## src/rtl/cos_packet_transmit_pkg.sv

```systemverilog
// Shared definitions for the chain packet transmitters: packet type codes,
// header field positions and the transmit FSM state encoding.
package cos_packet_transmit_pkg;

  // Packet type codes carried in the top nibble of every header word.
  localparam logic [3:0] PktLog  = 4'h1;
  localparam logic [3:0] PktCos  = 4'h2;
  localparam logic [3:0] PktMon  = 4'h3;
  localparam logic [3:0] PktTime = 4'h4;
  localparam logic [3:0] PktPing = 4'h5;

  // Header word layout.
  localparam int unsigned HdrTypeMsb = 15;
  localparam int unsigned HdrTypeLsb = 12;
  localparam int unsigned HdrNodeMsb = 11;
  localparam int unsigned HdrNodeLsb = 8;
  localparam int unsigned HdrSeqMsb  = 7;
  localparam int unsigned HdrSeqLsb  = 0;

  typedef enum logic [1:0] {
    StIdle,
    StHeader,
    StData
  } tx_state_e;

  function automatic logic [15:0] build_header(input logic [3:0] pkt_type,
                                               input logic [3:0] node,
                                               input logic [7:0] seq);
    logic [15:0] hdr;
    hdr = '0;
    hdr[HdrTypeMsb:HdrTypeLsb] = pkt_type;
    hdr[HdrNodeMsb:HdrNodeLsb] = node;
    hdr[HdrSeqMsb:HdrSeqLsb]   = seq;
    return hdr;
  endfunction

endpackage

```

## src/rtl/cos_packet_transmit_heartbeat_timer.sv

```systemverilog
// Saturating idle-cycle counter; flags when an unchanged vector is due to be resent.
module cos_heartbeat_timer #(
  parameter int unsigned HEARTBEAT_CYCLES = 1250000
) (
  input  logic clk,
  input  logic reset,
  input  logic count,
  input  logic clear,
  output logic due
);

  localparam int unsigned CntW = $clog2(HEARTBEAT_CYCLES);
  localparam logic [CntW-1:0] CntMax = CntW'(HEARTBEAT_CYCLES - 1);

  logic [CntW-1:0] count_q;

  assign due = (count_q == CntMax);

  // Clear wins over counting; counting stops at the due value.
  always_ff @(posedge clk) begin
    if (reset) begin
      count_q <= '0;
    end else if (clear) begin
      count_q <= '0;
    end else if (count && !due) begin
      count_q <= count_q + 1'b1;
    end
  end

endmodule

```

## src/rtl/cos_packet_transmit.sv

```systemverilog
// Sends a header plus the snapshotted interlock vector over AXI-Stream whenever the
// vector changes, after reset, or when the heartbeat interval elapses unchanged.
module cos_packet_transmit
  import cos_packet_transmit_pkg::*;
#(
  parameter int unsigned AXI_WIDTH           = 16,
  parameter int unsigned INTERLOCKS_PER_NODE = 64,
  parameter int unsigned NODE_INDEX          = 0,
  parameter logic [3:0]  COS_PACKET_TYPE     = PktCos,
  parameter int unsigned HEARTBEAT_CYCLES    = 1250000,
  parameter string       DEBUG               = "false"
) (
  input  logic                           clk,
  input  logic                           reset,
  input  logic [INTERLOCKS_PER_NODE-1:0] interlockState,
  (* mark_debug = DEBUG *)
  output logic [AXI_WIDTH-1:0]           outgoingTDATA,
  (* mark_debug = DEBUG *)
  output logic                           outgoingTVALID,
  (* mark_debug = DEBUG *)
  output logic                           outgoingTLAST,
  (* mark_debug = DEBUG *)
  input  logic                           outgoingTREADY,
  output logic [15:0]                    packetsSent,
  output logic                           heartbeatSent
);

  localparam int unsigned Words = INTERLOCKS_PER_NODE / AXI_WIDTH;
  localparam int unsigned IdxW  = $clog2(Words + 1);

  if (AXI_WIDTH != 16) begin : g_bad_axi_width
    $error("AXI_WIDTH must be 16");
  end
  if ((INTERLOCKS_PER_NODE % AXI_WIDTH) != 0 || INTERLOCKS_PER_NODE == 0) begin : g_bad_vec
    $error("INTERLOCKS_PER_NODE must be a non-zero multiple of AXI_WIDTH");
  end
  if (HEARTBEAT_CYCLES < 2) begin : g_bad_hb
    $error("HEARTBEAT_CYCLES must be at least 2");
  end
  if (DEBUG != "false" && DEBUG != "true") begin : g_bad_debug
    $error("DEBUG must be \"true\" or \"false\"");
  end

  tx_state_e                    state_q, state_d;
  logic [INTERLOCKS_PER_NODE-1:0] snapshot_q;
  logic [INTERLOCKS_PER_NODE-1:0] last_sent_q;
  logic                         force_q;
  logic                         hb_only_q;
  logic [7:0]                   seq_q;
  logic [IdxW-1:0]              word_idx_q;
  logic [15:0]                  pkts_q;
  logic                         hb_pulse_q;

  logic hb_due;
  logic changed;
  logic trigger;
  logic start;
  logic hs;
  logic last_word;
  logic done;
  logic [INTERLOCKS_PER_NODE-1:0] shifted;

  assign changed   = (interlockState != last_sent_q);
  assign trigger   = force_q | changed | hb_due;
  assign start     = (state_q == StIdle) & trigger;
  assign hs        = outgoingTVALID & outgoingTREADY;
  assign last_word = (word_idx_q == IdxW'(Words));
  assign done      = (state_q == StData) & hs & last_word;

  cos_heartbeat_timer #(
    .HEARTBEAT_CYCLES(HEARTBEAT_CYCLES)
  ) u_heartbeat_timer (
    .clk  (clk),
    .reset(reset),
    .count(state_q == StIdle),
    .clear(start),
    .due  (hb_due)
  );

  // State register.
  always_ff @(posedge clk) begin
    if (reset) begin
      state_q <= StIdle;
    end else begin
      state_q <= state_d;
    end
  end

  // Next-state: leave IDLE on trigger, advance only on handshakes.
  always_comb begin
    state_d = state_q;
    unique case (state_q)
      StIdle:   if (trigger) state_d = StHeader;
      StHeader: if (hs) state_d = StData;
      StData:   if (hs && last_word) state_d = StIdle;
      default:  state_d = StIdle;
    endcase
  end

  // Snapshot, word index, sequence and statistics.
  always_ff @(posedge clk) begin
    if (reset) begin
      snapshot_q  <= '0;
      last_sent_q <= '0;
      force_q     <= 1'b1;
      hb_only_q   <= 1'b0;
      seq_q       <= '0;
      word_idx_q  <= '0;
      pkts_q      <= '0;
      hb_pulse_q  <= 1'b0;
    end else begin
      hb_pulse_q <= done & hb_only_q;
      if (start) begin
        snapshot_q  <= interlockState;
        last_sent_q <= interlockState;
        force_q     <= 1'b0;
        hb_only_q   <= ~force_q & ~changed;
      end
      if (state_q == StHeader && hs) begin
        word_idx_q <= IdxW'(1);
      end else if (state_q == StData && hs && !last_word) begin
        word_idx_q <= word_idx_q + 1'b1;
      end
      if (done) begin
        pkts_q <= pkts_q + 16'd1;
        seq_q  <= seq_q + 8'd1;
      end
    end
  end

  // Word k sits at the top of the snapshot after shifting out k-1 earlier words.
  always_comb begin
    shifted = snapshot_q << (AXI_WIDTH * (32'(word_idx_q) - 32'd1));
  end

  // Stream outputs decoded from state; they only move on a handshake or a start.
  always_comb begin
    outgoingTVALID = (state_q != StIdle);
    outgoingTLAST  = (state_q == StData) && last_word;
    outgoingTDATA  = '0;
    unique case (state_q)
      StHeader: outgoingTDATA = build_header(COS_PACKET_TYPE, 4'(NODE_INDEX), seq_q);
      StData:   outgoingTDATA = shifted[INTERLOCKS_PER_NODE-1 -: AXI_WIDTH];
      default:  outgoingTDATA = '0;
    endcase
  end

  assign packetsSent   = pkts_q;
  assign heartbeatSent = hb_pulse_q;

endmodule

```

## config.mk

```make
export PLATFORM = sky130hd
export DESIGN_NAME = cos_packet_transmit
export DESIGN_NICKNAME = d
export VERILOG_FILES = /design/src/rtl/cos_packet_transmit_pkg.sv /design/src/rtl/cos_packet_transmit_heartbeat_timer.sv /design/src/rtl/cos_packet_transmit.sv
export SDC_FILE = /design/constraint.sdc
export NUM_CORES = 1
export LEC_CHECK = 0
export ABC_AREA = 1
export BUFFER_PORTS_ARGS = -buffer_cell sky130_fd_sc_hd__buf_2
export CAP_MARGIN = 20
export CORE_MARGIN = 5
export CORE_UTILIZATION = 40
export CTS_CLUSTER_SIZE = 14
export DETAILED_ROUTE_END_ITERATION = 12
export HOLD_SLACK_MARGIN = 0.08
export PLACE_DENSITY = 0.71
export SETUP_SLACK_MARGIN = 0.1
export SYNTH_ARGS = -nofsm -noshare
export SYNTH_HDL_FRONTEND = slang
export SYNTH_SLANG_ARGS = --single-unit
```

## constraint.sdc

```tcl
create_clock -name clk -period 4.5 [get_ports clk]
set_clock_uncertainty 0.1 [all_clocks]
set_input_delay 0.9 -clock clk [delete_from_list [all_inputs] [get_ports clk]]
set_output_delay 0.9 -clock clk [all_outputs]
set_load 0.01 [all_outputs]
```

; ---- Word level (Yosys, flattened, before mapping)
; Index checks and enable logic that the tools add are counted.
[classes]
add_sub_neg = 5
eq_ne = 8
bitwise = 10
muxes = 7
n_shift = 1
reduce_logical = 14
[op_table]
columns = op, n
row1 = 64-bit inequality test, 1
row2 = 64-bit by 32-bit << shifter with 64-bit output, 1
row3 = 16-bit one-hot mux with 2 select lines, 1
row4 = 21-bit by 1-bit adder with 21-bit output (second input constant), 1
row5 = 21-bit equality test (second input constant), 1
row6 = 16-bit by 1-bit adder with 16-bit output (second input constant), 1
row7 = 8-bit by 1-bit adder with 8-bit output (second input constant), 1
row8 = 1-bit bitwise AND, 6
row9 = 1-bit logical AND, 6
row10 = 2-bit 2-to-1 mux, 3
row11 = 2-bit inequality test (second input constant), 3
row12 = 2-bit one-hot mux with 3 select lines, 1
row13 = 2-bit nonzero test, 2
row14 = 2-bit OR reduction, 2
row15 = 3-bit by 1-bit subtractor with 4-bit output (second input constant), 1
row16 = 3-bit by 1-bit adder with 3-bit output (second input constant), 1
row17 = 3-bit equality test (second input constant), 1
row18 = 3-bit AND reduction, 1
row19 = 2-bit by 1-bit equality test with 1-bit output (second input constant), 1
row20 = 2-bit equality test (second input constant), 1
row21 = 1-bit logical NOT, 2
row22 = 2-bit logical NOT, 1
row23 = 1-bit 2-to-1 mux, 2
row24 = 1-bit inverter, 2
row25 = 1-bit OR, 2
[word_totals]
elab_cells = 55
input_bits = 67
ff_bits = 117
output_inout_bits = 35

; ---- Logic depth before layout (Yosys ltp)
; Gate-level depths: netlist (run 1).
[depth]
word_depth = 6
depth_mapped = 16
ltp_nobuf = 15

; ---- Modules after synthesis
; From an unflattened synthesis (run 1), not the netlist that was laid out.
[unflattened]
cells_unflattened = 1089
hier_area_um2 = 6902.9
[modules_own_cells]
columns = module, n_inst, seq_area_each_um2, area_per_inst_um2, cells_each
row1 = cos_packet_transmit, 1, 1921.8, 5535.3, 880
row2 = cos_heartbeat_timer, 1, 420.4, 1367.6, 209

; ---- Least setup slack after synthesis (run 1)
; Ideal clock, no wire load.
[synth_path]
path_kind = register to output
start = reg word_idx_q[0]
end = out outgoingTDATA[11]
path_stages_with_launch = 9
setup_slack_ns = 1.266
path_buffers = 3
t_arrival_ns = 2.234
t_required_ns = 3.500
cell_sequence = dfxtp_1 > clkbuf_1 > inv_1 > buf_1 > ha_1 > inv_2 > clkbuf_1 > a21oi_1 > a221oi_1
[synth_via]
elab_chain_len = 3
[synth_rtl]
columns = item, line_no
row1 = start: declaration, cos_packet_transmit.sv:50  ; logic [IdxW-1:0] word_idx_q;
row2 = start signal: assignment, cos_packet_transmit.sv:120  ; word_idx_q <= IdxW'(1);
row3 = start signal: assignment, cos_packet_transmit.sv:122  ; word_idx_q <= word_idx_q + 1'b1;
row4 = 3-bit by 1-bit subtractor with 4-bit output, cos_packet_transmit.sv:133  ; shifted = snapshot_q << (AXI_WIDTH * (32'(word_idx_q) - 32'd1));
row5 = 64-bit by 32-bit << shifter with 64-bit output, cos_packet_transmit.sv:133
row6 = 16-bit one-hot mux with 2 select lines, cos_packet_transmit.sv:141  ; unique case (state_q)
row7 = end: declaration, cos_packet_transmit.sv:17  ; output logic [AXI_WIDTH-1:0] outgoingTDATA,
; Every way passes these cells.

; ---- Final worst setup path (run 1)
[layout_path]
start = reg word_idx_q[0]
end = out outgoingTDATA[0]
; Same word-level chain as after synthesis.

==> results of run 1 <==
final timing paths:
path / from / end / slack [ns] / cells past startpoint
min reg2reg: force_q / force_q / 0.35 / 2
max reg2reg: state_q[1] / u_heartbeat_timer.count_q[10] / 1.56 / 9
max: word_idx_q[0] / outgoingTDATA[0] / 0.59 / 8
min: force_q / force_q / 0.35 / 2
cells in the mapped netlist, drive strengths merged (2+ instances only):
| master | number | area (µm²) |
|---|---|---|
| clkbuf | 28 | 105 |
| and3 | 3 | 18.8 |
| inv | 176 | 661 |
| nor3 | 27 | 146 |
| xnor2 | 16 | 140 |
| or2 | 2 | 12.5 |
| nor4 | 5 | 46.3 |
| o211ai | 10 | 75.1 |
| nand4 | 20 | 131 |
| a31oi | 2 | 12.5 |
| a311oi | 2 | 17.5 |
| xor2 | 21 | 184 |
| dfxtp | 117 | 2340 |
| nor3b | 4 | 30.0 |
| a211oi | 3 | 22.5 |
| a32oi | 8 | 70.1 |
| a21oi | 43 | 219 |
| nand2 | 258 | 983 |
| nor2 | 228 | 878 |
| o21a | 2 | 15.0 |
| clkinv | 4 | 16.3 |
| o21ai | 38 | 190 |
| ha | 9 | 113 |
| o31ai | 7 | 52.6 |
| buf | 20 | 138 |
| nand3 | 108 | 551 |
| a221oi | 4 | 35.0 |
state kept, by name, summed over array words and instances, names as in the netlist:
signal,count
seq_q,8
u_heartbeat_timer.count_q,21
state_q,2
word_idx_q,3
last_sent_q,64
force_q,1
packetsSent,16
heartbeatSent,1
hb_only_q,1
cell families after synthesis:
| group | count (synthesis) |
|---|---|
| and+or+nand+nor | 655 |
| adders and majority gates | 9 |
| xor gates and xnor gates | 37 |
| DFF | 117 |
| AOI/OAI and AO/OA | 122 |
| buffers and inverters | 228 |
power by group:
group          internal [W]  leakage (nW)  switching, W
clock               0.00104         0.323      0.000482
sequential          0.00127         0.961      0.000225
combinational      0.000579          2.73       0.00122
worst reg2reg max path, stage by stage (launching register included):
cell and delay (ns):
sky130_fd_sc_hd__dfxtp_1 0.33, sky130_fd_sc_hd__inv_1 0.09, sky130_fd_sc_hd__ha_2 0.67, sky130_fd_sc_hd__inv_1 0.24, sky130_fd_sc_hd__nor2_2 0.50, sky130_fd_sc_hd__buf_4 0.31
sky130_fd_sc_hd__inv_2 0.10, sky130_fd_sc_hd__nor3_1 0.26, sky130_fd_sc_hd__xor2_1 0.17, sky130_fd_sc_hd__nor2_1 0.05
area by class of cell:
cell class | count | area (µm²) | area share
Clock buffer | 20 | 447 | 0.0526
Clock inverter | 11 | 205 | 0.0242
Inverter | 180 | 677 | 0.0798
Multi-Input combinational cell | 823 | 3970 | 0.468
Sequential cell | 117 | 2340 | 0.276
Tap cell | 229 | 287 | 0.0338
Timing Repair Buffer | 108 | 558 | 0.0658
layer usage:
layer	share of wire	global-route usage	vias to the layer above	wire, µm
li1	-	-	3839	-
met1	0.46	0.272	3326	9500
met2	0.45	0.309	260	9310
met3	0.075	0.0499	28	1550
met4	0.018	0.0579	0	366
met5	0	0	-	0
stage by stage:
stage / setup slack, ns / utilization / instance area, µm²
floorplan: 1.27 / - / 7230
global placement: 1.14 / 0.438 / 7840
detailed placement: 1.08 / 0.438 / 7840
CTS: 0.620 / 0.474 / 8490
global route: 0.306 / 0.474 / 8490
finish: 0.585 / 0.474 / 8490
==> metrics.log, run 1 <==
[metrics] post-synthesis async set-or-reset flop share: 0
[metrics] Horiz. Die Dim: between 100 and 150 µm
[metrics] Crit path buffers/inverters: 3
[metrics] critical path's slowest cell: sky130_fd_sc_hd__clkinv_1
[metrics] # nets final: 1323
[metrics] number of placed instances with taps included: about 1500
[metrics] share of the synthesized netlist area taken by xor and xnor gates: 0.0448
[metrics] Post-Synthesis Mean Instance Area: 6.19 µm²
[metrics] register bit count reported by yosys: 117
[metrics] Hold Violations, Final: 0
[metrics] gpl congestion: 0.889
[metrics] fin crit period: 3.91 ns
[metrics] CTS max path bufs: 2
[metrics] clock-pin slew of the registers on the worst-case setup and hold paths: approximately 0.050 ns
[metrics] count of antenna-violating nets left after detailed routing: 0
[metrics] total nets after synthesis: between 1000 and 1500
[metrics] area fraction in and, or, nand and nor cells after synthesis: 0.387
[metrics] clock insertion delay at the later pin of the skew report: 0.42 ns
[metrics] max_slew headroom: 0.491
[metrics] cell family contributing the most delay on the critical path: buffers and inverters
[metrics] IO Port Bufs: ~100
[metrics] layout cells sized above 1: 0.126
[metrics] first-pass GRT wire length: 33000 µm
[metrics] DIE HEIGHT: 144 µm
[metrics] kind of start point of the critical path: register
[metrics] series of cell instances along the critical path: buf_4 -> nor3_4 -> clkinv_1 -> nand3_1 -> o211ai_1 -> a32oi_1 -> nor2_1 -> buf_2
[metrics] number of enable flip-flop cells after synthesis: 0
[metrics] leading cell types in the layout, fill and taps excluded: sky130_fd_sc_hd__nand2_1 (254), sky130_fd_sc_hd__nor2_1 (223), sky130_fd_sc_hd__inv_1 (174), sky130_fd_sc_hd__dfxtp_1 (117), sky130_fd_sc_hd__nand3_1 (106)
[metrics] endpoint required time on the critical path: approximately 3.5 ns
[metrics] fin. max-slew vios: 0
[metrics] Area Growth Syn to Fin: 17.4%
[metrics] kind of critical path: reg2out
[metrics] Post-Route WL: between 20000 and 25000 µm
[metrics] io pins: 102
[metrics] period utilisation layout: 0.870
[metrics] routed via count: between 7000 and 8000
[metrics] gr ovfl total: 0
[metrics] count of hold buffers inserted by post-cts repair: 0
[metrics] antenna violations before repair: 0
[metrics] worst-margin pin slew: between 0.7 and 0.8 ns
[metrics] Total Die Area: 20900 µm²
[metrics] cell chosen for the clock root: sky130_fd_sc_hd__clkbuf_16
[metrics] adder and majority cell fraction of the synthesized area: 0.0156
[metrics] Worst EP arrival: 2.91 ns
[metrics] row count: 49
[metrics] Num CTS Buffers: 17
[metrics] Mapped Cells: about 1200
[metrics] share of cell area taken by muxes after synthesis: 0
[metrics] unrepaired setup endpoints after global routing: false
[metrics] number of library cell types mapped by synthesis: between 40 and 50
[metrics] complex-gate fraction of the synthesized area: 0.102
[metrics] maximum fanout along the worst path: 35
[metrics] largest net degree at the start of global routing: 65
[metrics] Sum Neg Setup Slack: 0 ns
[metrics] leakage power: 4.02 nW
[metrics] dpl hpwl: about 15000 µm
[metrics] maximum vdd ir drop: about 380 µV
[metrics] count of max-cap constraint violations: 0
[metrics] number of warnings printed during yosys synthesis: 0
[metrics] number of H-tree levels: 4
[metrics] largest family of logic cells by synthesized area: simple AND/OR/NAND/NOR gates
[metrics] Floorplan Core Area: roughly 18000 µm²
[metrics] slowest cell delay on critical path: 0.62 ns
[metrics] initial cell density of the core: 0.404
[metrics] outcome: completed
[metrics] count of unresolved DRC violations after routing: 0
[metrics] number of failing setup endpoints in the final timing report: 0
[metrics] part of the Yosys area used for sequential elements: 0.324
[metrics] length of the first detailed-routing pass in iterations: 6
[metrics] Filler Cells Inserted: around 1900
[metrics] sort of element at the end of the critical path: primary output
[metrics] count of placed standard cells in the final layout, fillers left out: 1488
[metrics] clock tree from TritonCTS: yes
[metrics] wire length per cell after detailed routing: 13.9 µm
[metrics] GRT Overall Usage: 0.199
[metrics] Post-CTS Setup Repair Bufs: 0
[metrics] Via-to-Cell Ratio: approximately 5
[metrics] ys flop type: sky130_fd_sc_hd__dfxtp_1
[metrics] power density over cell area: 568 nW/µm²
[metrics] Post-Route Hold Slack: 0.353 ns
[metrics] Post-Synthesis Cell Area: between 7000 and 8000 µm²
[metrics] power after layout: 0.00482 W
[metrics] highest achievable clock rate: 0.255 GHz
[metrics] TritonCTS sink count: 117
[metrics] via count of the first global-routing pass: 6518
[metrics] # resized after CTS: 0
[metrics] most common cell after layout, fill and taps aside: sky130_fd_sc_hd__nand2_1
[metrics] type of the worst min-delay path: reg2reg
[metrics] number of antenna cells inserted: 0
[metrics] number of design-rule violations left by the first detailed-router iteration: approximately 640
Power figures use the tool's default switching activity.
==> run 2, diff against run 1 <==
Settings changed: PLACE_DENSITY 0.71 to 0.73.
Clock period 4.5 ns to 3.5 ns, I/O delays scaled along.
==> metrics.log, run 2 (synthesized netlist as in run 1, its figures left out) <==
[metrics] initial cell density of the core: 0.404
[metrics] first-pass GRT wire length: 33400 µm
[metrics] dpl hpwl: about 15000 µm
[metrics] Placed Instance Area: 7880 µm²
[metrics] worst-margin pin slew: 0.786 ns
[metrics] leakage power: roughly 4.0 nW
[metrics] fin crit period: 3.25 ns
[metrics] TritonCTS sink count: 117
[metrics] depth of the worst register-to-register path: 11
[metrics] CTS max path bufs: 2
[metrics] sort of element at the end of the critical path: primary output
[metrics] DIE HEIGHT: 144 µm
[metrics] wire length on met2: 9080 µm
[metrics] kind of start point of the critical path: register
[metrics] terminus of the critical flop-to-flop path: last_sent_q[4]
[metrics] gr ovfl total: 0
[metrics] Area Growth Syn to Fin: 17.4%
[metrics] count of hold buffers inserted by post-cts repair: 0
[metrics] number of failing setup endpoints in the final timing report: 0
[metrics] unrepaired setup endpoints after global routing: false
[metrics] count of max-cap constraint violations: 0
[metrics] routed via count: 7427
[metrics] layout cells sized above 1: 0.132
[metrics] Post-Route WL: 20700 µm
[metrics] power density over cell area: just over 700 nW/µm²
[metrics] number of design-rule violations left by the first detailed-router iteration: 568
[metrics] Num CTS Buffers: 17
[metrics] top layer in use: met4
[metrics] Via-to-Cell Ratio: slightly below 5
[metrics] row count: 49
[metrics] clock-pin slew of the registers on the worst-case setup and hold paths: 0.05 ns
[metrics] type of the worst min-delay path: reg2reg
[metrics] endpoint required time on the critical path: about 2.7 ns
[metrics] most common cell after layout, fill and taps aside: sky130_fd_sc_hd__nand2_1
[metrics] Sum Neg Setup Slack: 0 ns
[metrics] gpl congestion: ~0.93
[metrics] via count of the first global-routing pass: 6658
[metrics] Hold Violations, Final: 0
[metrics] # nets final: 1327
[metrics] clock insertion delay at the later pin of the skew report: about 0.42 ns
[metrics] Top reg by flops: last_sent_q
[metrics] maximum fanout along the worst path: 28
[metrics] length of the first detailed-routing pass in iterations: 5
[metrics] IO Port Bufs: between 100 and 150
[metrics] number of flip-flops in the largest register: 64
[metrics] clock tree from TritonCTS: yes
[metrics] Floorplan Core Area: roughly 18000 µm²
[metrics] Total Die Area: 20900 µm²
[metrics] max_slew headroom: 0.475
[metrics] cell chosen for the clock root: sky130_fd_sc_hd__clkbuf_16
[metrics] hold path startpoint: force_q
[metrics] largest net degree at the start of global routing: 87
[metrics] GRT Overall Usage: 0.201
[metrics] antenna violations before repair: 0
[metrics] setup slack on the worst flop-to-flop path: approximately 0.94 ns
[metrics] kind of critical path: reg2out
[metrics] routed length on met3: 1410 µm
[metrics] period utilisation layout: 0.929
[metrics] fin. max-slew vios: 0
[metrics] capture endpoint of the worst hold path: force_q
[metrics] Worst EP arrival: approximately 2.5 ns
[metrics] io pins: about 100
[metrics] count of unresolved DRC violations after routing: 0
[metrics] instance count along the most critical hold path: 2
[metrics] total non-filler cell area in the finished layout: 8490 µm²
[metrics] Horiz. Die Dim: 144 µm
[metrics] number of H-tree levels: 4
[metrics] count of antenna-violating nets left after detailed routing: 0
[metrics] maximum vdd ir drop: about 510 µV
[metrics] Reg-to-Reg Start: u_heartbeat_timer.count_q[0]
[metrics] wire length per cell after detailed routing: approximately 14 µm
[metrics] outcome: completed
[metrics] total routed wire length on the met1 layer: between 9000 and 10000 µm
[metrics] slowest cell delay on critical path: between 0.4 and 0.5 ns
[metrics] critical path's slowest cell: sky130_fd_sc_hd__ha_2
[metrics] leading cell types in the layout, fill and taps excluded: sky130_fd_sc_hd__nand2_1 (254), sky130_fd_sc_hd__nor2_1 (223), sky130_fd_sc_hd__inv_1 (174), sky130_fd_sc_hd__dfxtp_1 (117), sky130_fd_sc_hd__nand3_1 (106)
[metrics] highest achievable clock rate: 0.308 GHz
[metrics] series of cell instances along the critical path: buf_4 -> inv_1 -> ha_2 -> inv_4 -> a21oi_1 -> o31ai_1 -> a32oi_1 -> nor2_1 -> buf_2
==> run 2: through the flow <==
stage          power (W)  cells  setup slack, ns   util  hold WS [ns]
6_report         0.00600   1495            0.249  0.474         0.349
5_1_grt          0.00645   1493            0.139  0.474         0.381
4_1_cts          0.00600   1492            0.161  0.473         0.350
3_5_place_dp     0.00426   1460            0.615  0.440         0.339
3_3_place_gp     0.00421   1460            0.668  0.440         0.336
2_1_floorplan    0.00362   1168            0.466      -         0.320
==> run 2: worst max path at each step <==
stage | slack, ns | depth (start not counted) | to | start
3_5_place_dp | 0.61 | 9 | outgoingTDATA[12] | word_idx_q[0]
4_1_cts | 0.16 | 9 | outgoingTDATA[2] | word_idx_q[0]
2_1_floorplan | 0.47 | 8 | outgoingTDATA[11] | word_idx_q[0]
6_report | 0.25 | 9 | outgoingTDATA[2] | word_idx_q[0]
3_3_place_gp | 0.67 | 9 | outgoingTDATA[11] | word_idx_q[0]
5_1_grt | 0.14 | 9 | outgoingTDATA[2] | word_idx_q[0]
==> run 2: power breakdown <==
| group | leakage, nW | switching [W] | total [W] | internal (W) |
|---|---|---|---|---|
| clock | 0.295 | 0.000609 | 0.00172 | 0.00111 |
| sequential | 0.961 | 0.000286 | 0.00192 | 0.00164 |
| combinational | 2.76 | 0.00158 | 0.00236 | 0.000777 |
==> run 2: layout make-up <==
cell class              count  area, µm²
inverters                 180        683
clock inverters            10        103
multi-input cells         823       3970
well taps                 229        287
clock buffers              22        484
flip-flops and latches    117       2340
fillers                  1821       9410
diodes                      2       5.00
repair buffers            112        613
==> run 2: critical path, delay by kind of cell (launching register included) <==
kind	cells	cell delay, ns
buf+inv	4	0.58
fa+ha+maj	1	0.41
flops	1	0.30
simple gates	1	0.06
compound gates	3	0.67
==> run 2: repair_timing <==
action                                  CTS  global route
endpoints found under the setup margin    0            15
buffers inserted                          0             1
gates resized for setup                   0             4
==> run 2: layer usage <==
| layer | up-vias | track usage |
|---|---|---|
| met5 | - | 0 |
| li1 | 3859 | - |
| met2 | 244 | 0.302 |
| met3 | 43 | 0.0456 |
| met4 | 0 | 0.0766 |
| met1 | 3281 | 0.281 |
==> run 3, diff against run 2 <==
--- a/config.mk
+++ b/config.mk
@@ -14,5 +14,5 @@
 export DETAILED_ROUTE_END_ITERATION = 12
 export HOLD_SLACK_MARGIN = 0.08
-export PLACE_DENSITY = 0.73
+export PLACE_DENSITY = 0.71
 export SETUP_SLACK_MARGIN = 0.1
 export SYNTH_ARGS = -nofsm -noshare
==> constraint.sdc (replaced) <==
create_clock -name clk -period 3.6 [get_ports clk]
set_clock_uncertainty 0.1 [all_clocks]
set_input_delay 0.72 -clock clk [delete_from_list [all_inputs] [get_ports clk]]
set_output_delay 0.72 -clock clk [all_outputs]
set_load 0.005 [all_outputs]
==> metrics.log, run 3 (synthesized netlist as in run 1, its figures left out) <==
[metrics] endpoint required time on the critical path: roughly 2.8 ns
[metrics] IO Port Bufs: 101
[metrics] clock-pin slew of the registers on the worst-case setup and hold paths: about 0.05 ns
[metrics] total area of multi-input combinational cells: 3980 µm²
[metrics] row count: 49
[metrics] routed via count: 7470
[metrics] wire length per cell after detailed routing: 13.9 µm
[metrics] dpl hpwl: 15000 µm
[metrics] Filler Cells Inserted: 1880
[metrics] highest achievable clock rate: 0.300 GHz
[metrics] leading cell types in the layout, fill and taps excluded: sky130_fd_sc_hd__nand2_1 (254), sky130_fd_sc_hd__nor2_1 (223), sky130_fd_sc_hd__inv_1 (174), sky130_fd_sc_hd__dfxtp_1 (117), sky130_fd_sc_hd__nand3_1 (106)
[metrics] Num CTS Buffers: 17
[metrics] kind of start point of the critical path: register
[metrics] Horiz. Die Dim: 144 µm
[metrics] number of H-tree levels: 4
[metrics] Worst EP arrival: 2.51 ns
[metrics] area used by sequential logic in the layout: 2340 µm²
[metrics] power density over cell area: 695 nW/µm²
[metrics] Total Die Area: 20900 µm²
[metrics] total non-filler cell area in the finished layout: 8500 µm²
[metrics] maximum vdd ir drop: 508 µV
[metrics] fin. max-slew vios: 0
[metrics] Sum Neg Setup Slack: 0 ns
[metrics] via count of the first global-routing pass: 6876
[metrics] gpl congestion: 0.927
[metrics] Crit path buffers/inverters: 3
[metrics] Floorplan Core Area: 17900 µm²
[metrics] GRT Overall Usage: 0.203
[metrics] outcome: completed
[metrics] clock insertion delay at the later pin of the skew report: 0.41 ns
[metrics] slowest cell delay on critical path: 0.43 ns
[metrics] count of antenna-violating nets left after detailed routing: 0
[metrics] initial cell density of the core: 0.404
[metrics] number of placed instances with taps included: 1459
[metrics] Hold Violations, Final: 0
[metrics] cell chosen for the clock root: sky130_fd_sc_hd__clkbuf_16
[metrics] worst slack at placement: a little under 0.7 ns
[metrics] first-pass GRT wire length: 33700 µm
[metrics] TritonCTS sink count: about 120
[metrics] Area Growth Syn to Fin: 17.5%
[metrics] type of the worst min-delay path: reg2reg
[metrics] Via-to-Cell Ratio: 5.01
[metrics] Post-Route WL: 20800 µm
[metrics] # nets final: 1325
[metrics] io pins: a little over 100
[metrics] Top reg by flops: last_sent_q
[metrics] gr ovfl total: 0
[metrics] Placed Instance Area: 7860 µm²
[metrics] number of antenna cells inserted: 0
[metrics] length of the first detailed-routing pass in iterations: 5
[metrics] number of failing setup endpoints in the final timing report: 0
[metrics] unrepaired setup endpoints after global routing: false
[metrics] final worst slack: 0.272 ns
[metrics] sort of element at the end of the critical path: primary output
[metrics] clock tree from TritonCTS: yes
[metrics] worst-margin pin slew: 0.773 ns
[metrics] largest net degree at the start of global routing: 87
[metrics] number of flip-flops in the largest register: 64
[metrics] leakage power: 4.02 nW
[metrics] series of cell instances along the critical path: inv_1 -> ha_1 -> inv_2 -> a21oi_1 -> o31ai_1 -> nand3_1 -> a21oi_1 -> buf_2
[metrics] fin crit period: 3.33 ns
[metrics] antenna violations before repair: 0
[metrics] layout cells sized above 1: 0.128
[metrics] CTS max path bufs: 2
[metrics] crit-path most repeated cell: sky130_fd_sc_hd__a21oi_1
[metrics] Post-CTS Setup Repair Bufs: 0
[metrics] count of placed standard cells in the final layout, fillers left out: 1491
[metrics] critical path's slowest cell: sky130_fd_sc_hd__dfxtp_1
[metrics] cell family contributing the most delay on the critical path: buffers and inverters
[metrics] most common cell after layout, fill and taps aside: sky130_fd_sc_hd__nand2_1
[metrics] DIE HEIGHT: approximately 140 µm
[metrics] number of design-rule violations left by the first detailed-router iteration: 661
[metrics] period utilisation layout: 0.924
[metrics] post-layout utilization of the core: 0.475
[metrics] max_slew headroom: 0.484
[metrics] kind of critical path: reg2out
[metrics] count of max-cap constraint violations: 0
[metrics] count of unresolved DRC violations after routing: 0
[metrics] maximum fanout along the worst path: 28
==> run 3: cell types whose count changed in the layout (fill, tap and decap cells not counted), sizes merged <==
cell / before / now
diode: 2 / 0
bufinv: 2 / 4
buf: 112 / 110
clkinvlp: 2 / 0
clkinv: 9 / 8
clkbuf: 22 / 23
==> run 3: cell type report <==
type                       instances  share of cell area
multi-input combinational        823               0.468
sequential                       117               0.276
inverter                         180              0.0797
timing repair buffer             110              0.0689
clock buffer                      23              0.0563
tap                              229              0.0337
clock inverter                     9              0.0175
==> run 3: final timing paths <==
check	startpoint	to	slack [ns]	depth (start not counted)
min reg2reg	hb_only_q	hb_only_q	0.36	2
max	word_idx_q[1]	outgoingTDATA[13]	0.27	8
max reg2reg	u_heartbeat_timer.count_q[0]	last_sent_q[34]	0.98	11
min	hb_only_q	hb_only_q	0.36	2
==> run 3: power by group <==
part | switching (W) | internal, W | leakage (nW) | total, W
logic | 0.00152 | 0.000735 | 2.75 | 0.00226
registers | 0.000265 | 0.00159 | 0.961 | 0.00186
clock network | 0.000583 | 0.00121 | 0.311 | 0.00179
==> run 3: per-layer routing <==
metal  share of wire  GRT usage
met2            0.44      0.309
met1            0.46      0.276
met4           0.033     0.0923
met5               0          0
met3           0.061     0.0427
==> run 3: what timing repair did <==
action	CTS	global route
gates resized for setup	0	1
hold buffers	0	0
endpoints found under the hold margin	0	0
endpoints found under the setup margin	0	6
==> run 3: through the flow <==
| stage | power (W) | hold WS, ns |
|---|---|---|
| CTS | 0.00592 | 0.357 |
| floorplan | 0.00351 | 0.320 |
| global placement | 0.00409 | 0.342 |
| detailed placement | 0.00412 | 0.348 |
| global route | 0.00634 | 0.386 |
| finish | 0.00591 | 0.355 |
==> run 3: worst register-to-register path, stage by stage (launching register included) <==
cell	delay [ns]
sky130_fd_sc_hd__dfxtp_1	0.42
sky130_fd_sc_hd__ha_1	0.25
sky130_fd_sc_hd__nand2_1	0.07
sky130_fd_sc_hd__inv_1	0.12
sky130_fd_sc_hd__nand2_1	0.15
sky130_fd_sc_hd__nor3_1	0.19
sky130_fd_sc_hd__nand3_1	0.15
sky130_fd_sc_hd__nand4_1	0.14
sky130_fd_sc_hd__buf_4	0.57
sky130_fd_sc_hd__nand3_1	0.22
sky130_fd_sc_hd__nand2_1	0.10
sky130_fd_sc_hd__nor2_1	0.04
